<file path="src/rtl/sync2.sv">
// Two-flop synchroniser for asynchronous pin inputs.
// Reset loads a parameterised idle level into both flops.
module sync2 #(
    parameter logic rst_val = 1'b0
) (
    input  logic clk,
    input  logic rst,
    input  logic d,
    output logic q
);

    logic meta;

    // Pass the pin through two flops so the second one is settled
    always_ff @(posedge clk) begin
        if (rst) begin
            meta <= rst_val;
            q    <= rst_val;
        end else begin
            meta <= d;
            q    <= meta;
        end
    end

endmodule

</file>
<file path="src/rtl/button_debouncer.sv">
// Push-button conditioner: sync, counter debounce, edge pulses
// and optional hold-to-autorepeat strobe for a downstream enable.
module button_debouncer #(
    parameter int w          = 16,
    parameter bit active_low = 1'b1,
    parameter int rep_delay  = 0,
    parameter int rep_period = 1
) (
    input  logic clk,
    input  logic rst,
    input  logic btn_in,
    output logic level,
    output logic press,
    // "release" is a reserved word, hence the suffix
    output logic release_pulse,
    output logic strobe
);

    localparam int rep_max =
        (rep_delay > rep_period) ? rep_delay : rep_period;
    localparam int rw = $clog2(rep_max + 1);

    localparam logic [rw-1:0] delay_lim  = rw'(rep_delay);
    localparam logic [rw-1:0] period_lim = rw'(rep_period);
    localparam logic [rw-1:0] rep_one    = rw'(1);
    localparam logic [w-1:0]  db_one     = w'(1);
    localparam logic [w-1:0]  db_max     = '1;

    typedef enum logic [1:0] {
        IDLE,
        PRESS_WAIT,
        HELD,
        REL_WAIT
    } state_t;

    state_t        state, state_n;
    logic [w-1:0]  db, db_n;
    logic [rw-1:0] rep, rep_n, rep_inc, rep_lim;
    logic          phase, phase_n;
    logic          level_n, press_n, rel_n, strobe_n;
    logic          rep_hit;
    logic          pin, s;

    sync2 #(.rst_val(active_low)) u_sync (
        .clk (clk),
        .rst (rst),
        .d   (btn_in),
        .q   (pin)
    );

    // Normalise so that s = 1 means pressed
    assign s = pin ^ active_low;

    // State, counters and registered outputs
    always_ff @(posedge clk) begin
        if (rst) begin
            state         <= IDLE;
            db            <= '0;
            rep           <= '0;
            phase         <= 1'b0;
            level         <= 1'b0;
            press         <= 1'b0;
            release_pulse <= 1'b0;
            strobe        <= 1'b0;
        end else begin
            state         <= state_n;
            db            <= db_n;
            rep           <= rep_n;
            phase         <= phase_n;
            level         <= level_n;
            press         <= press_n;
            release_pulse <= rel_n;
            strobe        <= strobe_n;
        end
    end

    // Debounce FSM and autorepeat timing
    always_comb begin
        state_n = state;
        db_n    = db;
        rep_n   = rep;
        phase_n = phase;
        level_n = level;
        press_n = 1'b0;
        rel_n   = 1'b0;
        rep_hit = 1'b0;
        rep_inc = rep + rep_one;
        rep_lim = phase ? period_lim : delay_lim;

        unique case (state)
            IDLE: begin
                db_n = '0;
                if (s) begin
                    state_n = PRESS_WAIT;
                    db_n    = db_one;
                end
            end
            PRESS_WAIT: begin
                if (!s) begin
                    state_n = IDLE;
                    db_n    = '0;
                end else if (db == db_max) begin
                    state_n = HELD;
                    db_n    = '0;
                    level_n = 1'b1;
                    press_n = 1'b1;
                end else begin
                    db_n = db + db_one;
                end
            end
            HELD: begin
                db_n = '0;
                if (!s) begin
                    state_n = REL_WAIT;
                    db_n    = db_one;
                end
            end
            REL_WAIT: begin
                if (s) begin
                    state_n = HELD;
                    db_n    = '0;
                end else if (db == db_max) begin
                    state_n = IDLE;
                    db_n    = '0;
                    level_n = 1'b0;
                    rel_n   = 1'b1;
                end else begin
                    db_n = db + db_one;
                end
            end
            default: begin
                state_n = IDLE;
                db_n    = '0;
            end
        endcase

        // Repeat only while level stays high across this edge
        if (rep_delay != 0 && level && level_n) begin
            rep_n = rep_inc;
            if (rep_inc == rep_lim) begin
                rep_hit = 1'b1;
                rep_n   = '0;
                phase_n = 1'b1;
            end
        end

        // Press cycle starts the repeat count at 0
        if (!level_n || press_n) begin
            rep_n   = '0;
            phase_n = 1'b0;
        end

        strobe_n = press_n | rep_hit;
    end

endmodule
</file>
<file path="config.mk">
export PLATFORM = sky130hd
export DESIGN_NAME = button_debouncer
export DESIGN_NICKNAME = d
export VERILOG_FILES = /design/src/rtl/sync2.sv /design/src/rtl/button_debouncer.sv
export SDC_FILE = /design/constraint.sdc
export NUM_CORES = 1
export LEC_CHECK = 0
export CAP_MARGIN = 20
export CELL_PAD_IN_SITES_DETAIL_PLACEMENT = 0
export CELL_PAD_IN_SITES_GLOBAL_PLACEMENT = 1
export CORE_AREA = 10 10 61 63
export CTS_CLUSTER_DIAMETER = 40
export DETAILED_ROUTE_END_ITERATION = 10
export DIE_AREA = 0 0 71 73
export DONT_BUFFER_PORTS = 1
export PLACE_DENSITY_LB_ADDON = 0.15
export REMOVE_ABC_BUFFERS = 1
export SYNTH_ARGS = -nofsm -noshare
export SYNTH_HDL_FRONTEND = slang
export SYNTH_SLANG_ARGS = --single-unit
export TNS_END_PERCENT = 30
</file>
<file path="constraint.sdc">
create_clock -name clk -period 2.8 [get_ports clk]
set_input_delay 0.14 -clock clk [delete_from_list [all_inputs] [get_ports clk]]
set_output_delay 0.14 -clock clk [all_outputs]
set_load 0.005 [all_outputs]
</file>
## After elaboration in Yosys (flattened, before gate mapping)

Cells that the tools add are included.

- Register bits after elaboration: 23
- RAM bits: 0
- Memories kept: 0
- Latch bits: 0
- Bits in read-only memories: 0
- Output and inout bits: 4
- Input port bits: 3

- Magnitude comparators: 0
- Reduce and logical (&&, ||, !) cells: 6
- Add/sub/neg operators: 1
- Shifts and indexed selects: 0
- Divide/modulo/power cells: 0
- Multiplexer cells: 19
- Multiply operators: 0
- Bitwise gates (word level): 3
- Eq/ne operators: 12

Operators by type and width:

| operator | count |
|---|---|
| one-hot mux 16 bit (4 select lines) | 1 |
| 2-to-1 mux 16 bit | 3 |
| adder 16 x 1 -> 16 bit (second input constant) | 1 |
| == test 16 bit (second input constant) | 1 |
| 2-to-1 mux 2 bit | 6 |
| inequality test 2 bit (second input constant) | 4 |
| one-hot mux 2 bit (4 select lines) | 1 |
| 2-to-1 mux 1 bit | 7 |
| OR reduction 3 bit | 2 |
| AND reduction 5 bit | 1 |
| == test 2 bit (second input constant) | 2 |
| inequality test 2 x 1 -> 1 bit (second input constant) | 2 |
| AND reduction 4 bit | 1 |
| inequality test 3 x 2 -> 1 bit (second input constant) | 1 |
| inequality test 3 bit (second input constant) | 1 |
| inverter 1 bit | 3 |
| == test 2 x 1 -> 1 bit (second input constant) | 1 |
| zero test 2 bit | 1 |
| one-hot mux 1 bit (2 select lines) | 1 |
| nonzero test 2 bit | 1 |

## Logic depth before layout (Yosys ltp)

- Word-level depth: 4
- Mapped depth: 6

## Hierarchy

From an unflattened synthesis, not the netlist that was laid out.

- Cells, all modules: 107
- Area, all modules: 1,029.7 um2

By module, submodules not included:

| module | area each (um2) | cells each | times used | sequential area each (um2) |
|---|---|---|---|---|
| button_debouncer | 977.2 | 103 | 1 | 420.4 |
| sync2 | 52.6 | 4 | 1 | 40.0 |

## Worst setup path before layout

No wires, ideal clock.

- Path kind: register -> register
- Start: register db[0]
- End: register db[11]
- Stages on the path, launching flop included: 7
- Period minus slack after synthesis: 1.484 ns
- Required time: 2.685 ns
- Arrival: 1.370 ns
- Path slack: 1.316 ns
- Cells stage by stage: dfxtp_1 > ha_1 > nand3_1 > nor3_4 > a211o_4 > buf_6 > nor2_1

- Word-level cells in the longest chain between the ends: 4
- Elaborated cells between the ends (all ways): 6

Ends and longest elaborated chain:

| what | RTL line | RTL |
|---|---|---|
| start: declaration | button_debouncer.sv:37 | `logic [w-1:0] db, db_n;` |
| start signal: assignment | button_debouncer.sv:67 | `db <= db_n;` |
| adder 16 x 1 -> 16 bit or == test 16 bit (tied branches) | n/a |  |
| 2-to-1 mux 16 bit (*) | button_debouncer.sv:102, button_debouncer.sv:122 |  |
| 2-to-1 mux 16 bit (on tied branches) | button_debouncer.sv:119, button_debouncer.sv:99 |  |
| one-hot mux 16 bit (4 select lines) (*) | button_debouncer.sv:90 | `unique case (state)` |

Every way passes the cells marked *; elsewhere a longest branch is shown, timed or not.
A chain may end at the register's enable or synchronous reset.

## Worst setup path after layout

- Start: register db[0]
- End: register level

- Word-level cells in the longest chain between the ends: 3
- Elaborated cells between the ends (all ways): 4

Ends and longest elaborated chain:

| what | RTL line | RTL |
|---|---|---|
| == test 16 bit (*) | button_debouncer.sv:102, button_debouncer.sv:122 |  |
| inequality test 2 bit (no line) | n/a |  |
| AND reduction 5 bit (no line) (*) | n/a |  |
| end signal: assignment | button_debouncer.sv:70 | `level <= level_n;` |
| end: declaration | button_debouncer.sv:12 | `output logic level,` |

Marks and branches as above.

==> results by group <==
Routing
  • Residual DRC: 0
  • Wirelength per Cell: roughly 12 um
  • Via density: slightly below 5
  • Drt first pass iters: 4
  • Vias: about 680
  • WL final: 1.66 mm
  • DR iter-0 viols: 33
  • Final antenna-violating net count: 0

Synth
  • Predominant post-synthesis flop cell: dfxtp_1
  • Mapped Avg Cell Area: slightly above 9 um^2
  • Sequential area share after synthesis: between 40% and 50%
  • Post-synth EDFFs: 0
  • Synthesized area: 973 um^2
  • Synth Instances: roughly 110
  • Distinct cells, synth: 27
  • FF+latch count, synth: 23
  • YS warnings: 0
  • Ys async rst share: 0%

Placed design
  • Detail Placement HPWL: ~1.2 mm
  • Routability cong.: between 0.7 and 0.8
  • Buffers added on ports: 0

STA
  • Crit share post-route: between 50% and 60%
  • Least-Margin Pin Slew: 408 ps
  • Final Max Tran Viols: 0
  • RSZ-0062 raised after global routing: false
  • Clk_skew: 3.89 ps
  • Final hold vios: 0
  • Tmin final: approximately 1700 ps
  • F_max: approximately 600 MHz
  • Setup TNS: 0 ps
  • Rel. slew slack: between 70% and 80%
  • Final setup fails: 0

CTS
  • # H-tree levels: 1
  • Reg clk slew, reported paths: between 100 and 150 ps
  • CTS Sinks: 23
  • CTS tree: yes
  • Setup Buffers After CTS: 0
  • Max Buffers Root-to-Sink: 2
  • Clock Latency Late Sink: about 300 ps
  • Clock Tree Root: clkbuf_4
  • CTS buffer count: 3

Global route
  • GRT Total Usage: 7.19%
  • GRT overflow: 0
  • Pin count of the biggest net entering global routing: 16
  • Number of global-route vias before repair: ~710
  • First-pass GRT wire length: 3.08 mm
  • Initial antenna violation count: 0

Die
  • Num rows: 19
  • Die Span X: between 70 and 80 um
  • Area of the core: 2620 um^2
  • Die Y: between 70 and 80 um
  • Initial Util: between 30% and 40%
  • I/O pin count: 7
  • Die ar.: a little over 5000 um^2

Setup path
  • Crit path cell chain: ha_1 -> nand3_1 -> nor3_4 -> and3_1 -> o311ai_0
  • Required @ worst endpoint: about 3000 ps
  • Largest stage delay, worst path: around 400 ps
  • Critical-path top delay cell: dfxtp_1
  • Startpoint types: register
  • Reg2reg setup slack: around 1100 ps
  • Worst Setup Path Type: reg2reg
  • Critical path peak fanout: 7
  • Crit path arrival time: about 1900 ps
  • Crit end category: register
  • RR Startpoint: db[0]
  • Critical path origin: db[0]

Layout
  • Layout filler cell count: roughly 280
  • Area growth syn-to-layout: 6.43%
  • Inserted Diodes: 0
  • Layout cell share with drive strength beyond 1: ~7.4%
  • Final net count: ~110

Power and ir drop
  • Lkg Pwr: about 0.00033 uW
  • Pwr Total: approximately 500 uW
  • PD cells: around 480 nW/um^2
  • IR drop worst, VDD: between 0.0002 and 0.0003 V

Outcome
  • Outcome: completed

Worst hold path
  • Hold Crit Start: rst
  • Hold/Removal Path Class: in2reg

Flow run
  • Max Cap Viol: 0
==> power by group <==
part	internal [uW]	switching, uW
combinational	6.01	4.94
sequential	332	3.57
clock	55.6	96.1
total	393	105
==> synthesized netlist by cell type, types with 2 or more instances <==
| cell type | instances | area share [%] |
|---|---|---|
| a21o_1 | 2 | 1.5 |
| dfxtp_1 | 23 | 47 |
| inv_1 | 6 | 2.3 |
| nand2_1 | 5 | 1.9 |
| nand3_1 | 5 | 2.6 |
| nand4_1 | 4 | 2.6 |
| nor2_1 | 20 | 7.7 |
| nor3_1 | 6 | 3.1 |
| nor4_1 | 3 | 1.9 |
| or2_2 | 2 | 1.3 |
| xnor2_1 | 10 | 9.0 |
| xor2_1 | 4 | 3.6 |
==> placed cells by master, fill, tap and decap left out, types with 2 or more instances in the layout <==
cell type,n
or2_2,2
nand2_1,5
dlygate4sd3_1,2
inv_1,6
nor2_1,20
nand4_1,4
xnor2_1,10
xor2_1,4
a21o_1,2
nand3_1,5
nor3_1,6
clkbuf_4,3
nor4_1,3
dfxtp_1,23
==> layer usage <==
layer  up-vias  GRT usage, %  wire length, um
li1        363             -                -
met1       303          7.96              817
met2         6          11.9              747
met3         4          2.04               65
met4         0          4.52               33
met5         -             0                0
==> registers in the layout (all words and copies together), names as in the netlist, named ones only <==
| signal | count |
|---|---|
| db | 16 |
| level | 1 |
| release_pulse | 1 |
| state | 1 |
| strobe | 1 |
| u_sync.meta | 1 |
| u_sync.q | 1 |
==> stage by stage <==
stage                     cells  setup slack [ps]  utilization, %  instance area (um^2)  hold slack [ps]
after floorplan             102              1330               -                   951              213
after global placement      133              1200            37.8                   990              225
after detailed placement    133              1150            37.8                   990              217
after CTS                   139              1140            39.6                  1040             39.0
after global routing        139               974            39.6                  1040             48.4
final                       139              1120            39.6                  1040             53.3
==> kinds of logic (layout without fill, tap and decap cells) <==
logic type,count (synthesis),after routing,share of synthesized area [%]
and+or+nand+nor,50,50,27.1
DFF,23,23,47.3
xor gates and xnor gates,14,14,12.6
buffers and inverters,9,12,4.63
AOI/OAI and AO/OA,8,8,7.07
adders and majority gates,1,1,1.29
==> path summary, 6_finish.rpt <==
check,end,cells after the start
max reg2reg,level,5
max,level,5
min,db[0],2
min reg2reg,u_sync.q,1
==> worst max-delay path: cells and delay by family, from the launching register on <==
family,cells,cell delay [ps]
AND/OR/NAND/NOR,3,860
AO/OA/AOI/OAI,1,110
adder cells (fa/ha/maj),1,200
flip-flops,1,400
==> layout make-up <==
cell class	count	area [um^2]	share of cell area [%]
sequential	23	460	44.4
timing repair buffer	2	20.0	1.93
clock buffer	4	26.3	2.54
tap	31	38.8	3.74
multi-input combinational	73	468	45.2
inverter	6	22.5	2.17
==> repair_timing <==
action	4_1_cts	5_1_grt
hold buffers	2	0
resized for setup	0	0
hold endpoints to repair	6	0
(Power assumes the default switching activity.)
